### src/rtl/lowres_op_arbiter.sv
// lowres_op_arbiter: hands a single opcode core to one of two requesters for a whole job.
// Optional watchdog abort is compiled in when LOWRES_ARB_TIMEOUT_EN is defined.
module lowres_op_arbiter #(
  parameter int unsigned TIMEOUT_CYCLES = 1048576
) (
  input  logic            clk,
  input  logic            rst,
  input  logic [1:0]      req,
  input  logic [1:0][3:0] r_op,
  input  logic [1:0]      r_valid,
  input  logic [1:0]      r_last,
  output logic [1:0]      r_ready,
  output logic [1:0]      grant,
  output logic [1:0]      done,
  output logic            error,
  output logic [3:0]      op_in,
  output logic            op_valid_in,
  input  logic            ready_out
);

  localparam logic [1:0] ST_IDLE  = 2'd0;
  localparam logic [1:0] ST_ISSUE = 2'd1;
  localparam logic [1:0] ST_BLANK = 2'd2;
  localparam logic [1:0] ST_DRAIN = 2'd3;

  logic [1:0] state_q, state_d;
  logic [1:0] grant_q, grant_d;
  logic       owner_q, owner_d;
  logic       prio_q, prio_d;
  logic       last_q, last_d;

  logic       accept;
  logic       finish;
  logic       timeout_hit;
  logic       winner;
  logic       fire;
  logic [1:0] owner_oh;

  if (TIMEOUT_CYCLES < 1) begin : g_timeout_check
    $error("TIMEOUT_CYCLES must be at least 1");
  end

  assign owner_oh = {owner_q, ~owner_q};
  // Contention is settled by the priority pointer; a lone request always wins.
  assign winner   = (req == 2'b11) ? prio_q : req[1];

  always_comb begin
    state_d = state_q;
    grant_d = grant_q;
    owner_d = owner_q;
    prio_d  = prio_q;
    last_d  = last_q;
    accept  = 1'b0;
    finish  = 1'b0;

    case (state_q)
      ST_IDLE: begin
        if (req != 2'b00) begin
          owner_d = winner;
          grant_d = winner ? 2'b10 : 2'b01;
          state_d = ST_ISSUE;
        end
      end
      ST_ISSUE: begin
        if (r_valid[owner_q] && ready_out) begin
          accept  = 1'b1;
          last_d  = r_last[owner_q];
          state_d = ST_BLANK;
        end
      end
      ST_BLANK: begin
        // The core needs a cycle to drop ready_out after a strobe, so it is ignored here.
        state_d = last_q ? ST_DRAIN : ST_ISSUE;
      end
      ST_DRAIN: begin
        if (ready_out) begin
          finish = 1'b1;
        end
      end
      default: begin
        state_d = ST_IDLE;
      end
    endcase

    if (finish || timeout_hit) begin
      grant_d = 2'b00;
      prio_d  = ~owner_q;
      state_d = ST_IDLE;
    end
  end

  always_ff @(posedge clk) begin
    if (rst) begin
      state_q <= ST_IDLE;
      grant_q <= 2'b00;
      owner_q <= 1'b0;
      prio_q  <= 1'b0;
      last_q  <= 1'b0;
    end else begin
      state_q <= state_d;
      grant_q <= grant_d;
      owner_q <= owner_d;
      prio_q  <= prio_d;
      last_q  <= last_d;
    end
  end

`ifdef LOWRES_ARB_TIMEOUT_EN
  localparam int unsigned     WD_W    = $clog2(TIMEOUT_CYCLES + 1);
  localparam logic [WD_W-1:0] WD_LAST = WD_W'(TIMEOUT_CYCLES - 1);

  logic [WD_W-1:0] wd_q, wd_d;
  logic            stall;
  logic            enter_wait;

  assign stall       = ((state_q == ST_ISSUE) || (state_q == ST_DRAIN)) && !ready_out;
  assign enter_wait  = (state_d != state_q) && ((state_d == ST_ISSUE) || (state_d == ST_DRAIN));
  // The cycle that would bring the count to TIMEOUT_CYCLES is the abort cycle.
  assign timeout_hit = stall && (wd_q == WD_LAST);

  always_comb begin
    wd_d = wd_q;
    if (enter_wait || accept) begin
      wd_d = '0;
    end else if (stall) begin
      wd_d = wd_q + WD_W'(1);
    end
  end

  always_ff @(posedge clk) begin
    if (rst) begin
      wd_q <= '0;
    end else begin
      wd_q <= wd_d;
    end
  end
`else
  assign timeout_hit = 1'b0;
`endif

  // Everything except grant is combinational and forced quiet while reset is held.
  assign fire        = accept && !rst;
  assign r_ready     = fire ? owner_oh : 2'b00;
  assign op_valid_in = fire;
  assign op_in       = fire ? r_op[owner_q] : 4'h0;
  assign done        = (finish && !rst) ? owner_oh : 2'b00;
  assign error       = timeout_hit && !rst;
  assign grant       = grant_q;

endmodule

### config.mk
export PLATFORM = sky130hd
export DESIGN_NAME = lowres_op_arbiter
export DESIGN_NICKNAME = d
export VERILOG_FILES = /design/src/rtl/lowres_op_arbiter.sv
export SDC_FILE = /design/constraint.sdc
export NUM_CORES = 1
export LEC_CHECK = 0
export ABC_AREA = 1
export BUFFER_PORTS_ARGS = -buffer_cell sky130_fd_sc_hd__buf_2
export CORE_AREA = 2 2 39 41
export CTS_BUF_LIST = sky130_fd_sc_hd__clkbuf_16
export CTS_CLUSTER_SIZE = 24
export DETAILED_ROUTE_END_ITERATION = 8
export DIE_AREA = 0 0 41 43
export MAX_ROUTING_LAYER = met4
export PLACE_DENSITY_LB_ADDON = 0.3
export SLEW_MARGIN = 30
export SYNTH_ARGS = -nofsm -noshare
export SYNTH_HDL_FRONTEND = slang
export SYNTH_SLANG_ARGS = --single-unit
### constraint.sdc
create_clock -name clk -period 4.05 [get_ports clk]
set_clock_uncertainty 0.1 [all_clocks]
set_input_delay 0.81 -clock clk [delete_from_list [all_inputs] [get_ports clk]]
set_output_delay 0.81 -clock clk [all_outputs]
set_load 0.03 [all_outputs]
==> metrics.md, run 1 <==
| Metric | Value |
|---|---|
| Status | finished clean |
| Adder-Cell Fraction of Synth Area | 11.4% |
| Total power | 389 µW |
| Xor/xnor cell area share of the yosys netlist | 0% |
| DRC viols | 0 |
| Syn Area/Cell | 6.71 µm² |
| Finished Core Util | 55.3% |
| Top sig layer | met4 |
| # rows | 14 |
| WP data required | 3.14 ns |
| Reg clk slew, reported paths | 0.04 ns |
| Per-cell routed wire length | 9.23 µm |
| Most frequent cell after synthesis | nand2_1 |
| Cts hold-fix bufs | 0 |
| I/O pin cnt | 29 |
| Synth async-reset ratio | 0% |
| Syn_nets | 104 |
| CP Launch Type | register |
| Largest net degree at the start of global routing | 12 |
| Final hold violation count | 0 |
| Synth top area share | 25.5% |
| Fmax | 0.385 GHz |
| Die area | 1760 µm² |
| Diodes inserted | 0 |
| Clk_lat worst skew | 0.23 ns |
| Largest family of logic cells by synthesized area | simple AND/OR/NAND/NOR gates |
| Post-Syn Area | 551 µm² |
| Clock Path Buffers | 2 |
| Vias | 576 |
| Hold Crit Class | register to register |
| Die Wd | 41 µm |
| EDFF count, synth | 0 |
| Cell taking the most area after synthesis | dfxtp_1 |
| Detail Route Antenna Nets | 0 |
| Share of layout cells above drive strength 1 | 36.9% |
| Placeable core area | 1380 µm² |
| CTS root buf | clkbuf_16 |
| Chip height | 43 µm |
| Setup CP Type | register to output pin |
| Place WS | 1.50 ns |
| 1st-iter DRT viols | 11 |
| # setup viols final | 0 |
| Fin Setup TNS | 0 ns |
| Synth Area in Compound Gates | 15.7% |
| Max-cap violations | 0 |
| Leakage | 0.000434 µW |
| Gr usage total | 15.1% |
| CTS tree | built |
| Fillers | 138 |
| Routed wl met3 | 95 µm |
| WL met2 | 572 µm |
| RSZ-0062 raised after global routing | no |
| Via density | 4.54 |
| Post-Synth Simple-Gate Area | 35.2% |
| Hpwl dp | 921 µm |
| VDD IR max | 0.399 mV |
| Setup bufs post-CTS | 0 |
| Fin worst setup slack | 1.45 ns |
| First-pass GRT wire length | 1750 µm |
| Minimum clock period | 2.60 ns |
| Fin crit share | 64.1% |
| Worst EP arrival | 1.69 ns |
| Nets | 134 |
| Port bufs | 27 |
| Global placement routability congestion | 0.813 |
| Starting Density | 39.8% |
| CP Max Fanout | 11 |
| Sequential area share after synthesis | 25.5% |
| Synth top cells by count | nand2_1 (25), inv_1 (10), a21oi_1 (7), dfxtp_1 (7), nor2_1 (6) |
| Mux contribution to synthesized area | 0% |
| #FFs+latches synth | 7 |
| Num CTS Buffers | 3 |
| Initial antenna violation count | 0 |
| Htree depth | 1 |
| Clock sink total | 7 |
| GRT Residual Overflow | 0 |
| Area contributors post-synth | dfxtp_1 (25%), nand2_1 (17%), ha_1 (11%), inv_1 (6.8%), a21oi_1 (6.4%) |
| Pwr Density | 509 nW/µm² |
| Netlist cell types | 18 |
| Vias in the first global route | 496 |
| DRT met1 WL | 491 µm |
| Final slew viol count | 0 |
| Synthesized instance count | 82 |
| P&R area growth vs syn | 39.1% |
| Final WL | 1170 µm |
| Setup crit end kind | output pin |
| Most used DFF post-synth | dfxtp_1 |
| Post_cts resized | 0 |
| Yosys warns | 0 |
| Flop-to-flop setup slack | 2.56 ns |
| TritonRoute pass-1 iters | 4 |
## routing by layer
layer	GRT usage, %	up-vias
met2	26.9	22
met1	12.6	240
met3	4.71	2
met4	8.00	0
met5	-	-
li1	-	312
## final cells by class
| type | instances | area (µm²) | area share, % |
|---|---|---|---|
| repair buffers | 27 | 135 | 17.6 |
| multi-input cells | 61 | 347 | 45.3 |
| flip-flops and latches | 7 | 140 | 18.3 |
| clock buffers | 3 | 75.1 | 9.80 |
| clock inverters | 1 | 3.75 | 0.490 |
| inverters | 12 | 45.0 | 5.88 |
| well taps | 16 | 20.0 | 2.61 |
## per-stage QoR
step | hold slack [ns] | instances | cell area, µm²
6_report | 0.334 | 127 | 766
5_1_grt | 0.354 | 127 | 766
4_1_cts | 0.337 | 127 | 766
3_5_place_dp | 0.331 | 123 | 687
3_3_place_gp | 0.330 | 123 | 687
2_1_floorplan | 0.344 | 82 | 551
## worst paths after layout
| kind | end | startpoint | cells after the start |
|---|---|---|---|
| worst min register to register | grant[0] | grant[0] | 2 |
| worst min-delay path | grant[0] | grant[0] | 2 |
| worst max register to register | state_q[1] | state_q[0] | 6 |
| worst max-delay path | op_in[3] | owner_q | 7 |
## flip-flops by register name (all words and copies together), names as in the netlist
name,cells
grant,2
state_q,2
last_q,1
owner_q,1
prio_q,1
## cells by family after synthesis
logic type               count (synthesis)
other                                    1
adder cells (fa/ha/maj)                  5
buffers and inverters                   14
AO/OA/AOI/OAI                           14
AND/OR/NAND/NOR                         41
flip-flops                               7
## placed cells by master (no fill, tap or decap), drive strengths merged
cell type	instances
inv	13
o21ai	2
conb	1
nor2	7
clkbuf	3
dfxtp	7
nand2	28
ha	5
nand3	6
a21oi	11
o22ai	1
buf	27
## power by group
part | switching, µW | total (µW) | leakage [µW] | internal (µW)
Clock | 35.9 | 164 | 0.0000423 | 128
Combinational | 81.7 | 126 | 0.000334 | 44.5
Sequential | 15.8 | 99.2 | 0.0000575 | 83.4
Total | 133 | 389 | 0.000434 | 256
## worst max-delay path, cell delays in order (launching register included)
cell     delay, ns
dfxtp_1       0.56
inv_2         0.16
nand2_2       0.10
inv_2         0.04
nor2_4        0.13
nand3_4       0.13
a21oi_2       0.13
buf_2         0.20
Note: power is estimated with default switching activity, not from simulation.
==> run 2: changes to the inputs <==
Settings changed: CORE_AREA 2 2 39 41 to 2 2 42 44, DIE_AREA 0 0 41 43 to 0 0 44 46.
Clock period 4.05 ns to 2.2 ns, I/O delays scaled along.
==> metrics.md, run 2 (synthesized netlist as in run 1, its figures left out) <==
| Metric | Value |
|---|---|
| Setup crit end kind | output pin (unchanged) |
| Via density | 4.52 (was 4.54) |
| Sequential fraction of design power | 24.8% (was 25.5%) |
| Final WL | 1260 µm (was 1170 µm) |
| Nets | 135 (was 134) |
| Initial antenna violation count | 0 (unchanged) |
| Share of layout cells above drive strength 1 | 37.5% (was 36.9%) |
| VDD IR max | 0.520 mV (was 0.399 mV) |
| P&R area growth vs syn | 40.7% (was 39.1%) |
| Worst Setup SP | owner_q (unchanged) |
| Final hold violation count | 0 (unchanged) |
| Hold Crit Class | input port to register (was register to register) |
| Inst Count DP | 125 (was 123) |
| Worst EP arrival | 1.53 ns (was 1.69 ns) |
| Clk pwr share | 42.3% (was 42.1%) |
| Gate power share | 32.9% (was 32.4%) |
| Commonest non-fill, non-tap cell in the layout | buf_2 (unchanged) |
| Starting Density | 34.1% (was 39.8%) |
| Int Power | 475 µW (was 256 µW) |
| RSZ-0062 raised after global routing | no (unchanged) |
| Fmax | 0.484 GHz |
| Global placement routability congestion | 0.790 (was 0.813) |
| Min-Delay Startpoint | rst (was grant[0]) |
| 1st-iter DRT viols | 4 (was 11) |
| CTS root buf | clkbuf_16 (unchanged) |
| TritonRoute pass-1 iters | 4 (unchanged) |
| I/O pin cnt | 29 (unchanged) |
| # setup viols final | 0 (unchanged) |
| CP Launch Type | register (unchanged) |
| Per-cell routed wire length | 9.78 µm (was 9.23 µm) |
| Gr usage total | 13.6% (was 15.1%) |
| Total power | 726 µW (was 389 µW) |
| Cts hold-fix bufs | 0 (unchanged) |
| Switch share | 34.5% (was 34.3%) |
| Clock Path Buffers | 2 (unchanged) |
| GRT Residual Overflow | 0 (unchanged) |
| Reg clk slew, reported paths | 0.04 ns (about the same) |
| CP peak stage delay | 0.45 ns (was 0.56 ns) |
| Leakage | 0.000439 µW (was 0.000434 µW) |
| Finished Core Util | 48.0% (was 55.3%) |
| DRC viols | 0 (unchanged) |
| Critical path's most frequent cell | inv_2 (unchanged) |
| Setup bufs post-CTS | 0 (unchanged) |
| Die area | 2020 µm² (was 1760 µm²) |
| Die Wd | 44 µm (was 41 µm) |
| Clk_lat worst skew | 0.23 ns (about the same) |
| Final slew viol count | 0 (unchanged) |
| Status | finished clean (unchanged) |
| Fin Setup TNS | 0 ns (unchanged) |
| Most frequent cells in the layout | buf_2 (27), nand2_1 (25), inv_1 (11), a21oi_1 (7), dfxtp_1 (7) (unchanged) |
| Vias | 583 (was 576) |
| WP data required | 1.66 ns (was 3.14 ns) |
| Max-cap violations | 0 (unchanged) |
| Clock sink total | 7 (unchanged) |
| Largest net degree at the start of global routing | 9 (was 12) |
| Post-Layout Cell Count | 129 (was 127) |
| CTS tree | built (unchanged) |
| Htree depth | 1 (unchanged) |
| Critical-path cell list | inv_2 -> nand2_2 -> inv_2 -> nor2_4 -> nand3_4 -> a21oi_2 -> buf_2 (unchanged) |
| CP Max Fanout | 8 (was 11) |
| Fin crit share | 93.9% |
| Placeable core area | 1610 µm² (was 1380 µm²) |
| Reg2reg start | state_q[0] (unchanged) |
| Detail Route Antenna Nets | 0 (unchanged) |
| Crit path max-delay cell type | dfxtp_1 (unchanged) |
| Switching pwr | 251 µW (was 133 µW) |
| Hpwl dp | 988 µm (was 921 µm) |
| Pwr Density | 937 nW/µm² (was 509 nW/µm²) |
| Vias in the first global route | 502 (was 496) |
| Chip height | 46 µm (was 43 µm) |
| Post_cts resized | 0 (unchanged) |
| # rows | 15 (was 14) |
| Minimum clock period | 2.07 ns |
| First-pass GRT wire length | 1950 µm (was 1750 µm) |
| Diodes inserted | 0 (unchanged) |
| Num CTS Buffers | 3 (unchanged) |
| Port bufs | 27 (unchanged) |
| Setup CP Type | register to output pin (unchanged) |
-- run 2: changes by cell type in the layout (fill, tap and decap cells not counted) --
cell,previous run,this run
buf_4,0,1
-- run 2: cell type report --
| class | instances | area (µm²) |
|---|---|---|
| repair buffers | 28 | 143 |
| fillers | 167 | 840 |
| multi-input cells | 61 | 347 |
| well taps | 17 | 21.3 |
| flip-flops and latches | 7 | 140 |
| inverters | 12 | 45.0 |
| clock inverters | 1 | 3.75 |
| clock buffers | 3 | 75.1 |
-- run 2: final timing paths --
| kind | end | slack, ns | cells after the start |
|---|---|---|---|
| worst max-delay path | op_in[2] | 0.13 | 7 |
| worst min-delay path | owner_q | 0.30 | 2 |
| worst min register to register | grant[1] | 0.36 | 2 |
| worst max register to register | state_q[1] | 0.73 | 6 |
-- run 2: power by group through the flow --
stage | clock [µW] | sequential (µW) | combinational (µW)
after floorplan | 0 | 190 | 170
after global placement | 0 | 180 | 235
after detailed placement | 0 | 182 | 237
after CTS | 312 | 181 | 240
after global routing | 322 | 184 | 268
final | 307 | 180 | 239
-- run 2: routing by layer --
metal	global-route usage, %	vias to the layer above	share of wire (%)
li1	-	311	-
met1	13.9	249	42
met2	22.6	21	47
met3	3.97	2	9.3
met4	9.09	0	1.3
met5	-	-	0
-- run 2: stage by stage --
stage	hold WS, ns	worst slack (ns)	instance area, µm²
final	0.304	0.134	774
after floorplan	0.344	0.417	551
after global routing	0.317	0.00395	774
after detailed placement	0.340	0.369	696
after global placement	0.330	0.398	696
after CTS	0.304	0.117	774
-- run 2: critical path: cells and delay by family, from the launching register on --
kind                   cells  cell delay [ns]
DFF                        1             0.45
buffers and inverters      3             0.37
AOI/OAI and AO/OA          1             0.12
and+or+nand+nor            3             0.35
